`config.mk`:
```
export PLATFORM = sky130hd
export DESIGN_NAME = note_tone_gen_flat
export DESIGN_NICKNAME = d
export VERILOG_FILES = /design/src/rtl/note_tone_gen_if.sv /design/src/rtl/note_tone_gen.sv /design/src/flat_wrapper.sv
export SDC_FILE = /design/constraint.sdc
export NUM_CORES = 1
export LEC_CHECK = 0
export ABC_CLOCK_PERIOD_IN_PS = 2580
export BUFFER_PORTS_ARGS = -buffer_cell sky130_fd_sc_hd__buf_2
export CORE_ASPECT_RATIO = 0.6
export CORE_UTILIZATION = 54
export DETAILED_ROUTE_END_ITERATION = 8
export PLACE_DENSITY = 0.77
export SYNTH_ARGS = -nofsm -noshare
export SYNTH_HDL_FRONTEND = slang
export SYNTH_SLANG_ARGS = --single-unit
```
`constraint.sdc`:
```
create_clock -name clk -period 2.58 [get_ports clk]
set_input_delay 0.516 -clock clk [delete_from_list [all_inputs] [get_ports clk]]
set_output_delay 0.516 -clock clk [all_outputs]
set_load 0.02 [all_outputs]
```
`src/rtl/note_tone_gen_if.sv`:
```
// Note request / speaker bus between the music processor and note_tone_gen.
// Master drives the note request and stop; slave returns handshake, status and sound.
`timescale 1ns/1ps
interface note_tone_gen_if #(
    parameter int PERIOD_W = 16,
    parameter int MS_W     = 12
);
    logic [15:0]         ticks_per_milli;
    logic                note_valid;
    logic                note_ready;
    logic [PERIOD_W-1:0] note_period;
    logic [MS_W-1:0]     note_ms;
    logic                stop;
    logic                sound;
    logic                busy;
    logic                note_done;

    modport master (
        output ticks_per_milli, note_valid, note_period, note_ms, stop,
        input  note_ready, sound, busy, note_done
    );

    modport slave (
        input  ticks_per_milli, note_valid, note_period, note_ms, stop,
        output note_ready, sound, busy, note_done
    );
endinterface

```
`src/rtl/note_tone_gen.sv`:
```
// Square-wave note player: plays one accepted note for note_ms milliseconds,
// then a fixed silent gap, then pulses note_done for one cycle.
`timescale 1ns/1ps
module note_tone_gen #(
    parameter int GAP_MS   = 1,
    parameter int PERIOD_W = 16,
    parameter int MS_W     = 12
) (
    input  logic            clk,
    input  logic            rst_n,
    note_tone_gen_if.slave  bus
);
    localparam logic [1:0] S_IDLE = 2'd0;
    localparam logic [1:0] S_PLAY = 2'd1;
    localparam logic [1:0] S_GAP  = 2'd2;

    localparam logic [MS_W-1:0]     GAP_LOAD = MS_W'(GAP_MS);
    localparam logic [MS_W-1:0]     MS_ONE   = MS_W'(1);
    localparam logic [PERIOD_W-1:0] P_ONE    = PERIOD_W'(1);

    logic [1:0]          r_state;
    logic [15:0]         r_tick;
    logic [15:0]         r_tpm;
    logic [MS_W-1:0]     r_ms;
    logic [PERIOD_W-1:0] r_period;
    logic [PERIOD_W-1:0] r_half;
    logic                r_sound;
    logic                r_done;

    logic [15:0]         w_tpm_in;
    logic                w_strobe;
    logic                w_last;

    assign w_tpm_in = (bus.ticks_per_milli == 16'd0) ? 16'd1 : bus.ticks_per_milli;
    assign w_strobe = (r_tick == r_tpm - 16'd1);
    // Final strobe of the current PLAY or GAP phase.
    assign w_last   = w_strobe && (r_ms == MS_ONE);

    // NOTE: all state below uses non-blocking assignments so every register
    // samples the pre-edge values, independent of statement order.
    always_ff @(posedge clk) begin
        if (!rst_n || bus.stop) begin
            r_state  <= S_IDLE;
            r_tick   <= 16'd0;
            r_tpm    <= 16'd0;
            r_ms     <= '0;
            r_period <= '0;
            r_half   <= '0;
            r_sound  <= 1'b0;
            r_done   <= 1'b0;
        end else begin
            r_done <= 1'b0;
            case (r_state)
                S_IDLE: begin
                    if (bus.note_valid) begin
                        r_tpm    <= w_tpm_in;
                        r_period <= bus.note_period;
                        r_tick   <= 16'd0;
                        r_half   <= (bus.note_period == '0) ? '0 : bus.note_period - P_ONE;
                        if (bus.note_ms != '0) begin
                            r_state <= S_PLAY;
                            r_ms    <= bus.note_ms;
                            r_sound <= (bus.note_period != '0);
                        end else if (GAP_MS != 0) begin
                            r_state <= S_GAP;
                            r_ms    <= GAP_LOAD;
                        end else begin
                            r_done  <= 1'b1;
                        end
                    end
                end

                S_PLAY: begin
                    r_tick <= w_strobe ? 16'd0 : r_tick + 16'd1;
                    if (w_strobe) r_ms <= r_ms - MS_ONE;
                    if (w_last) begin
                        r_sound <= 1'b0;
                        r_half  <= '0;
                        if (GAP_MS != 0) begin
                            r_state <= S_GAP;
                            r_ms    <= GAP_LOAD;
                        end else begin
                            r_state <= S_IDLE;
                            r_done  <= 1'b1;
                        end
                    end else if (r_period != '0) begin
                        if (r_half == '0) begin
                            r_sound <= ~r_sound;
                            r_half  <= r_period - P_ONE;
                        end else begin
                            r_half  <= r_half - P_ONE;
                        end
                    end
                end

                S_GAP: begin
                    r_tick <= w_strobe ? 16'd0 : r_tick + 16'd1;
                    if (w_strobe) r_ms <= r_ms - MS_ONE;
                    if (w_last) begin
                        r_state <= S_IDLE;
                        r_done  <= 1'b1;
                    end
                end

                default: r_state <= S_IDLE;
            endcase
        end
    end

    assign bus.sound      = r_sound;
    assign bus.busy       = (r_state != S_IDLE);
    assign bus.note_ready = (r_state == S_IDLE);
    assign bus.note_done  = r_done;
endmodule

```
`src/flat_wrapper.sv`:
```
// flat-port wrapper written by rule: the top's interface ports become plain ports
module note_tone_gen_flat 
#(
    parameter int GAP_MS   = 1,
    parameter int PERIOD_W = 16,
    parameter int MS_W     = 12
)
  (clk, rst_n, bus_ticks_per_milli, bus_note_valid, bus_note_period, bus_note_ms, bus_stop, bus_note_ready, bus_sound, bus_busy, bus_note_done);
  note_tone_gen_if #(.PERIOD_W(PERIOD_W), .MS_W(MS_W)) bus_i ();
  input  logic clk;
  input  logic rst_n;
  input wire logic [$bits(bus_i.ticks_per_milli)-1:0] bus_ticks_per_milli;
  input wire logic [$bits(bus_i.note_valid)-1:0] bus_note_valid;
  input wire logic [$bits(bus_i.note_period)-1:0] bus_note_period;
  input wire logic [$bits(bus_i.note_ms)-1:0] bus_note_ms;
  input wire logic [$bits(bus_i.stop)-1:0] bus_stop;
  output wire logic [$bits(bus_i.note_ready)-1:0] bus_note_ready;
  output wire logic [$bits(bus_i.sound)-1:0] bus_sound;
  output wire logic [$bits(bus_i.busy)-1:0] bus_busy;
  output wire logic [$bits(bus_i.note_done)-1:0] bus_note_done;
  assign bus_i.ticks_per_milli = bus_ticks_per_milli;
  assign bus_i.note_valid = bus_note_valid;
  assign bus_i.note_period = bus_note_period;
  assign bus_i.note_ms = bus_note_ms;
  assign bus_i.stop = bus_stop;
  assign bus_note_ready = bus_i.note_ready;
  assign bus_sound = bus_i.sound;
  assign bus_busy = bus_i.busy;
  assign bus_note_done = bus_i.note_done;
  note_tone_gen #(.GAP_MS(GAP_MS), .PERIOD_W(PERIOD_W), .MS_W(MS_W)) u_core (.clk(clk), .rst_n(rst_n), .bus(bus_i));
endmodule
```
==> results.cfg, run 1 <==
[yosys]
syn_nets = 759
synthArstFlopShare = 0
syn_inst = 702
yosys_warnings = 0
seq_area_frac_synth = 0.302
syn_area_per_cell_um2 = 7.55
synth.cell_area_um2 = 5300
synth_cell_types = 67
synth-main-ff-cell = dfxtp_1
synth_edf_count = 0
synth-seq-cells = 80

[critical_path]
cp-start-kind = register
crit_required_ps = 2820
r2r_start = u_core.r_tpm[3]
arrival_ps = 3110
crit_path_start = u_core.r_tpm[3]
crit_end = u_core.r_ms[1]
worstSetupPathType = register to register
rr_worst_depth = 9
cp-end-kind = register
cp_max_fo = 6
r2r_end = u_core.r_ms[1]
r2r_slack_ps = -290

[power_and_ir_drop]
intPower_uw = 2610
clock_power_share = 0.368
p_per_area_nw_per_um2 = 552
switching_share = 0.328
leakage_uw = 0.00270
switchingPower_uw = 1270
vdd_ir_drop_max_mv = 0.445
pwr-share-seq = 0.342
combPwrFrac = 0.290

[outcome]
outcome = complete, but fails checks
violations = negative setup slack

[place]
gp_congestion = 0.925
io_buffer_count = 51
hpwl_mm = 12.1
dp.cells = 928

[sta]
relSlewSlack = 0.616
layout_setup_ws_ps = -290
tns_ps = -7820
grt_setup_unrepaired = true
worstMarginPinSlew_ps = 568
fin_crit_ps = 2870
final_max_slew_viol_count = 0
setup_viol_count_final = 48
post-route-period-util = 1.11
clock_skew_ps = 7.84
hold_viol = 0
max_freq_mhz = 348

[grt]
grt_usage = 0.343
grt_pass1_vias = 5519
grt_overflow = 0
antenna_found_initial = 0
grt_pass1_wl_mm = 27.5
grt_start_max_net_pins = 58

[drt]
drc = 0
ant_nets = 0
drt_pass1_iterations = 7
wl_per_cell_um = 18.6
drt_iter0_markers = 718
wirelength_mm = 17.6
vias_per_cell = 6.42
vias = 6109

[flow_run]
cap_violations = 0

[cts]
cts_buffer_depth = 2
cts_buffers = 9
cts-root-buf = clkbuf_16
path_clk_slew_ps = 70
clk_latency_ps = 350
htree_levels = 3
clock_sinks = 80
cts_tree = yes

[floorplanning]
die_area_um2 = 10200
initial_core_util = 0.566
core-area_um2 = 9360
die_y_um = 78.7
io_pins = 52
row_count = 27
die_w_um = 130

[final_layout]
drive_gt1_frac = 0.295
n_antenna_cell = 0
nets = 873
stdcell_count = 951
syn2layout_area_growth_pct = 32.6
fin_util = 0.751

[worst_hold_path]
hold_class = input port to register
cell type report:
| type | instances | area, um2 |
|---|---|---|
| multi-input combinational | 569 | 3820 |
| inverter | 15 | 56.3 |
| fill | 716 | 2330 |
| clock inverter | 7 | 101 |
| timing repair buffer | 141 | 1050 |
| clock buffer | 9 | 225 |
| sequential | 80 | 1610 |
| tap | 130 | 163 |
layout by cell type (no fill, tap or decap), types with 3 or more instances in the layout:
master | synthesis | final
buf_4 | 1 | 75
o22ai_1 | 6 | 4
or3_1 | 7 | 7
a22oi_2 | 0 | 19
buf_12 | 0 | 5
a311oi_1 | 14 | 12
and3_1 | 12 | 12
dfxtp_1 | 80 | 76
a31oi_1 | 6 | 4
inv_1 | 14 | 14
nor2_1 | 44 | 43
nor3_1 | 29 | 25
nand2_1 | 100 | 100
xnor2_1 | 25 | 25
a211oi_1 | 16 | 11
nor4_2 | 1 | 4
buf_6 | 6 | 8
ha_1 | 9 | 9
a211oi_2 | 1 | 5
nor3_2 | 1 | 5
a21oi_4 | 0 | 3
a21oi_1 | 88 | 80
a21o_1 | 4 | 3
nor4_1 | 22 | 18
inv_6 | 0 | 3
o211ai_1 | 10 | 10
o21ai_0 | 26 | 22
buf_2 | 6 | 51
nand3_1 | 22 | 20
nand3b_1 | 4 | 4
a21oi_2 | 0 | 5
nand4_1 | 7 | 7
dfxtp_2 | 0 | 4
xor2_1 | 23 | 23
o21ai_1 | 1 | 4
or2_2 | 3 | 3
clkbuf_16 | 0 | 10
nand2b_1 | 16 | 15
layer usage:
| metal | vias to the layer above | wire [um] | global-route usage |
|---|---|---|---|
| met5 | - | 0 | 0 |
| met4 | 0 | 211 | 0.0884 |
| met3 | 36 | 1970 | 0.0788 |
| met2 | 383 | 7420 | 0.503 |
| met1 | 2871 | 8050 | 0.501 |
| li1 | 2819 | - | - |
what timing repair did:
action,in CTS,in global routing
setup endpoints to repair,47,48
setup buffers,4,4
resized for setup,42,43
hold buffers,0,0
cloned,1,1
pin swaps,25,30
hold endpoints to repair,0,0
power by group through the flow:
| stage | registers, uW | clock network (uW) | logic, uW |
|---|---|---|---|
| 2_1_floorplan | 1350 | 0 | 605 |
| 3_3_place_gp | 1350 | 0 | 952 |
| 3_5_place_dp | 1350 | 0 | 975 |
| 4_1_cts | 1320 | 1440 | 1050 |
| 5_1_grt | 1330 | 1490 | 1200 |
| 6_report | 1330 | 1430 | 1120 |
through the flow:
stage	total power [uW]	instance area (um2)	hold WS, ps	worst slack, ps
floorplan	1950	5350	444	-107
global placement	2300	6250	458	-180
detailed placement	2320	6250	467	-215
CTS	3820	6820	410	-199
global route	4020	7020	422	-322
finish	3880	7020	413	-290
cell usage after synthesis (all sizes together), types with 3 or more instances:
master	count	area, um2
o22ai	6	37.5
xnor2	25	219
o211ai	11	87.6
nand3	23	120
dfxtp	80	1600
inv	14	52.6
nand2	102	393
xor2	23	201
buf	14	109
o21ai	27	135
a22oi	20	150
or3	7	43.8
a31oi	6	37.5
a21oi	88	440
clkbuf	24	90.1
a41oi	4	35.0
and3	12	75.1
and4	3	26.3
or4	3	26.3
a311oi	14	123
nand3b	4	30.0
a21o	4	30.0
nor4	24	171
and2	4	25.0
ha	9	113
nand4	7	43.8
nor2	44	165
or2	3	18.8
nand2b	16	100
nor3	30	155
a211oi	17	133
flip-flops by register name (all words and copies together), names as in the netlist:
name,cells
u_core.bus.note_done,1
u_core.r_tick,16
u_core.r_ms,12
u_core.r_tpm,16
u_core.r_half,16
u_core.r_period,16
u_core.bus.sound,1
u_core.r_state,2
worst min path at each step:
stage,start,end,slack [ps],cells past startpoint
after floorplan,u_core.r_period[4],u_core.r_period[4],440,2
after global placement,u_core.r_tpm[15],u_core.r_tpm[15],460,2
after detailed placement,u_core.r_tpm[15],u_core.r_tpm[15],470,2
after CTS,bus_ticks_per_milli[10],u_core.r_tpm[10],410,3
after global routing,bus_ticks_per_milli[1],u_core.r_tpm[1],420,3
final,bus_ticks_per_milli[1],u_core.r_tpm[1],410,3
critical path: stages, from the launching register on:
cell and delay (ps):
dfxtp_2 340, or4_4 560, nor4_1 260, o21ai_0 200, a221oi_4 390, buf_6 170, and4b_2 280, a211oi_4 110
and3b_1 220, o221a_2 220
cell families after synthesis:
kind of cell / count (synthesis) / share of synthesized area
compound gates: 214 / 0.260
mux: 2 / 0.00378
buf+inv: 53 / 0.0482
simple gates: 296 / 0.285
fa+ha+maj: 9 / 0.0213
flops: 80 / 0.302
xor+xnor: 48 / 0.0794
Note: power is estimated with default switching activity, not from simulation.
==> run 2: changes to the inputs <==
--- a/config.mk
+++ b/config.mk
@@ -8,9 +8,8 @@
 export ABC_CLOCK_PERIOD_IN_PS = 2580
 export BUFFER_PORTS_ARGS = -buffer_cell sky130_fd_sc_hd__buf_2
 export CORE_ASPECT_RATIO = 0.6
-export CORE_UTILIZATION = 54
+export CORE_UTILIZATION = 31
 export DETAILED_ROUTE_END_ITERATION = 8
-export PLACE_DENSITY = 0.77
 export SYNTH_ARGS = -nofsm -noshare
 export SYNTH_HDL_FRONTEND = slang
 export SYNTH_SLANG_ARGS = --single-unit
==> run 2 against run 1 <==
The run still ends with negative setup slack left. Clock power is 3% higher. Largest cell class unchanged. Non-clock buffer count up 8. Clock skew increased by 3.3 ps. Largest power group unchanged. Cell area is 3.2% higher. Critical endpoint unchanged. Sequential power hardly changed. Count of clock-buffer cells in the layout grew 3.
==> results.cfg, run 2 (synthesized netlist as in run 1, its figures left out) <==
[power_and_ir_drop]
switching_share = 0.308
switchingPower_uw = 1220
intPower_uw = 2740
p_per_area_nw_per_um2 = 547
combPwrFrac = 0.292
fin_total_pwr_uw = 3960
clock_power_share = 0.374
leakage_uw = 0.00277
vdd_ir_drop_max_mv = 0.321
pwr-share-seq = 0.334

[floorplanning]
die_area_um2 = 17600
die_y_um = 103
core-area_um2 = 16500
io_pins = 52
die_w_um = 171
row_count = 36
initial_core_util = 0.321

[place]
hpwl_mm = 13.0
gp_congestion = 0.873
io_buffer_count = 51

[critical_path]
arrival_ps = 3050
cp-end-kind = register
crit_required_ps = 2810
worstSetupPathType = register to register
cp-start-kind = register
cp_max_fo = 6

[sta]
max_freq_mhz = 355
finalHoldWorstSlack_ps = 432
relSlewSlack = 0.678
clock_skew_ps = 11.2
layout_setup_ws_ps = -234
fin_crit_ps = 2810
final_max_slew_viol_count = 0
setup_viol_count_final = 47
hold_viol = 0
post-route-period-util = 1.09
worstMarginPinSlew_ps = 481
grt_setup_unrepaired = true

[cts]
cts_buffer_depth = 2
cts_tree = yes
cts_buffers = 9
clock_sinks = 80
cts-root-buf = clkbuf_16
clk_latency_ps = 340
path_clk_slew_ps = 70
htree_levels = 3

[final_layout]
fillCellCount = 1652
nets = 881
final_cell_mix = 100 x nand2_1, 84 x a21oi_1, 78 x buf_4
syn2layout_area_growth_pct = 36.9
mostFrequentLayoutCell = nand2_1
n_antenna_cell = 0
drive_gt1_frac = 0.295

[grt]
grt_overflow = 0
grt_pass1_wl_mm = 28.4
grt_usage = 0.207
grt_pass1_vias = 5288
grt_start_max_net_pins = 46
antenna_found_initial = 0

[drt]
wl_per_cell_um = 17.4
drc = 0
vias = 5908
drt_pass1_iterations = 5
ant_nets = 0
wirelength_mm = 18.4
drt_iter0_markers = 593
vias_per_cell = 5.59

[outcome]
outcome = complete, but fails checks
violations = negative setup slack

[flow_run]
cap_violations = 0

[worst_hold_path]
hold_class = input port to register
run 2: cell count changes in the layout (fill, tap and decap cells not counted), sizes merged:
cell,before,now
clkbuf,10,15
inv,17,14
bufinv,2,3
clkinvlp,2,0
buf,140,146
run 2: layout make-up:
cell class / instances / area [um2] / area share
Clock inverter: 3 / 90.1 / 0.0124
Sequential cell: 80 / 1610 / 0.222
Timing Repair Buffer: 149 / 1160 / 0.160
Inverter: 15 / 56.3 / 0.00777
Clock buffer: 12 / 246 / 0.0340
Multi-Input combinational cell: 569 / 3800 / 0.525
Tap cell: 228 / 285 / 0.0393
run 2: final timing paths:
check | startpoint | endpoint | slack [ps] | cells after the start
setup / recovery | u_core.r_tpm[3] | u_core.r_ms[1] | -230 | 9
hold / removal | bus_ticks_per_milli[13] | u_core.r_tpm[13] | 430 | 3
setup reg to reg | u_core.r_tpm[3] | u_core.r_ms[1] | -230 | 9
hold reg to reg | u_core.r_tpm[15] | u_core.r_tpm[15] | 490 | 2
run 2: per-stage QoR:
stage	instance area (um2)	utilization	TNS [ps]	setup slack [ps]	std cells
finish	7250	0.440	-7100	-234	1056
global route	7250	0.440	-12750	-330	1056
CTS	6850	0.415	-5440	-195	1052
detailed placement	6430	0.390	-5970	-239	1033
global placement	6430	0.390	-3290	-175	1033
floorplan	5350	-	-2390	-107	702
run 2: repair_timing:
action | CTS | global route
cloned | 0 | 4
pin swaps | 8 | 46
setup endpoints to repair | 47 | 48
hold buffers | 0 | 0
gates resized for setup | 16 | 63
buffers inserted | 4 | 2
run 2: power by group through the flow:
| stage | clock, uW | sequential, uW | combinational, uW |
|---|---|---|---|
| after global placement | 0 | 1350 | 994 |
| after CTS | 1510 | 1320 | 1030 |
| after global routing | 1550 | 1330 | 1250 |
| after floorplan | 0 | 1350 | 605 |
| final | 1480 | 1320 | 1160 |
| after detailed placement | 0 | 1350 | 1000 |
run 2: worst max-delay path: stages, from the launching register on:
cell	delay, ps
dfxtp_2	350
nor4_4	310
nand2_2	90
or4_4	530
a221oi_4	440
buf_6	160
and4b_2	270
a211oi_4	110
and3b_1	200
o221a_2	240
run 2: layer usage:
metal / GRT usage / share of wire / vias up
li1: - / - / 2836
met1: 0.339 / 0.53 / 2787
met2: 0.269 / 0.38 / 265
met3: 0.0415 / 0.083 / 20
met4: 0.0326 / 0.0065 / 0
met5: 0 / 0 / -
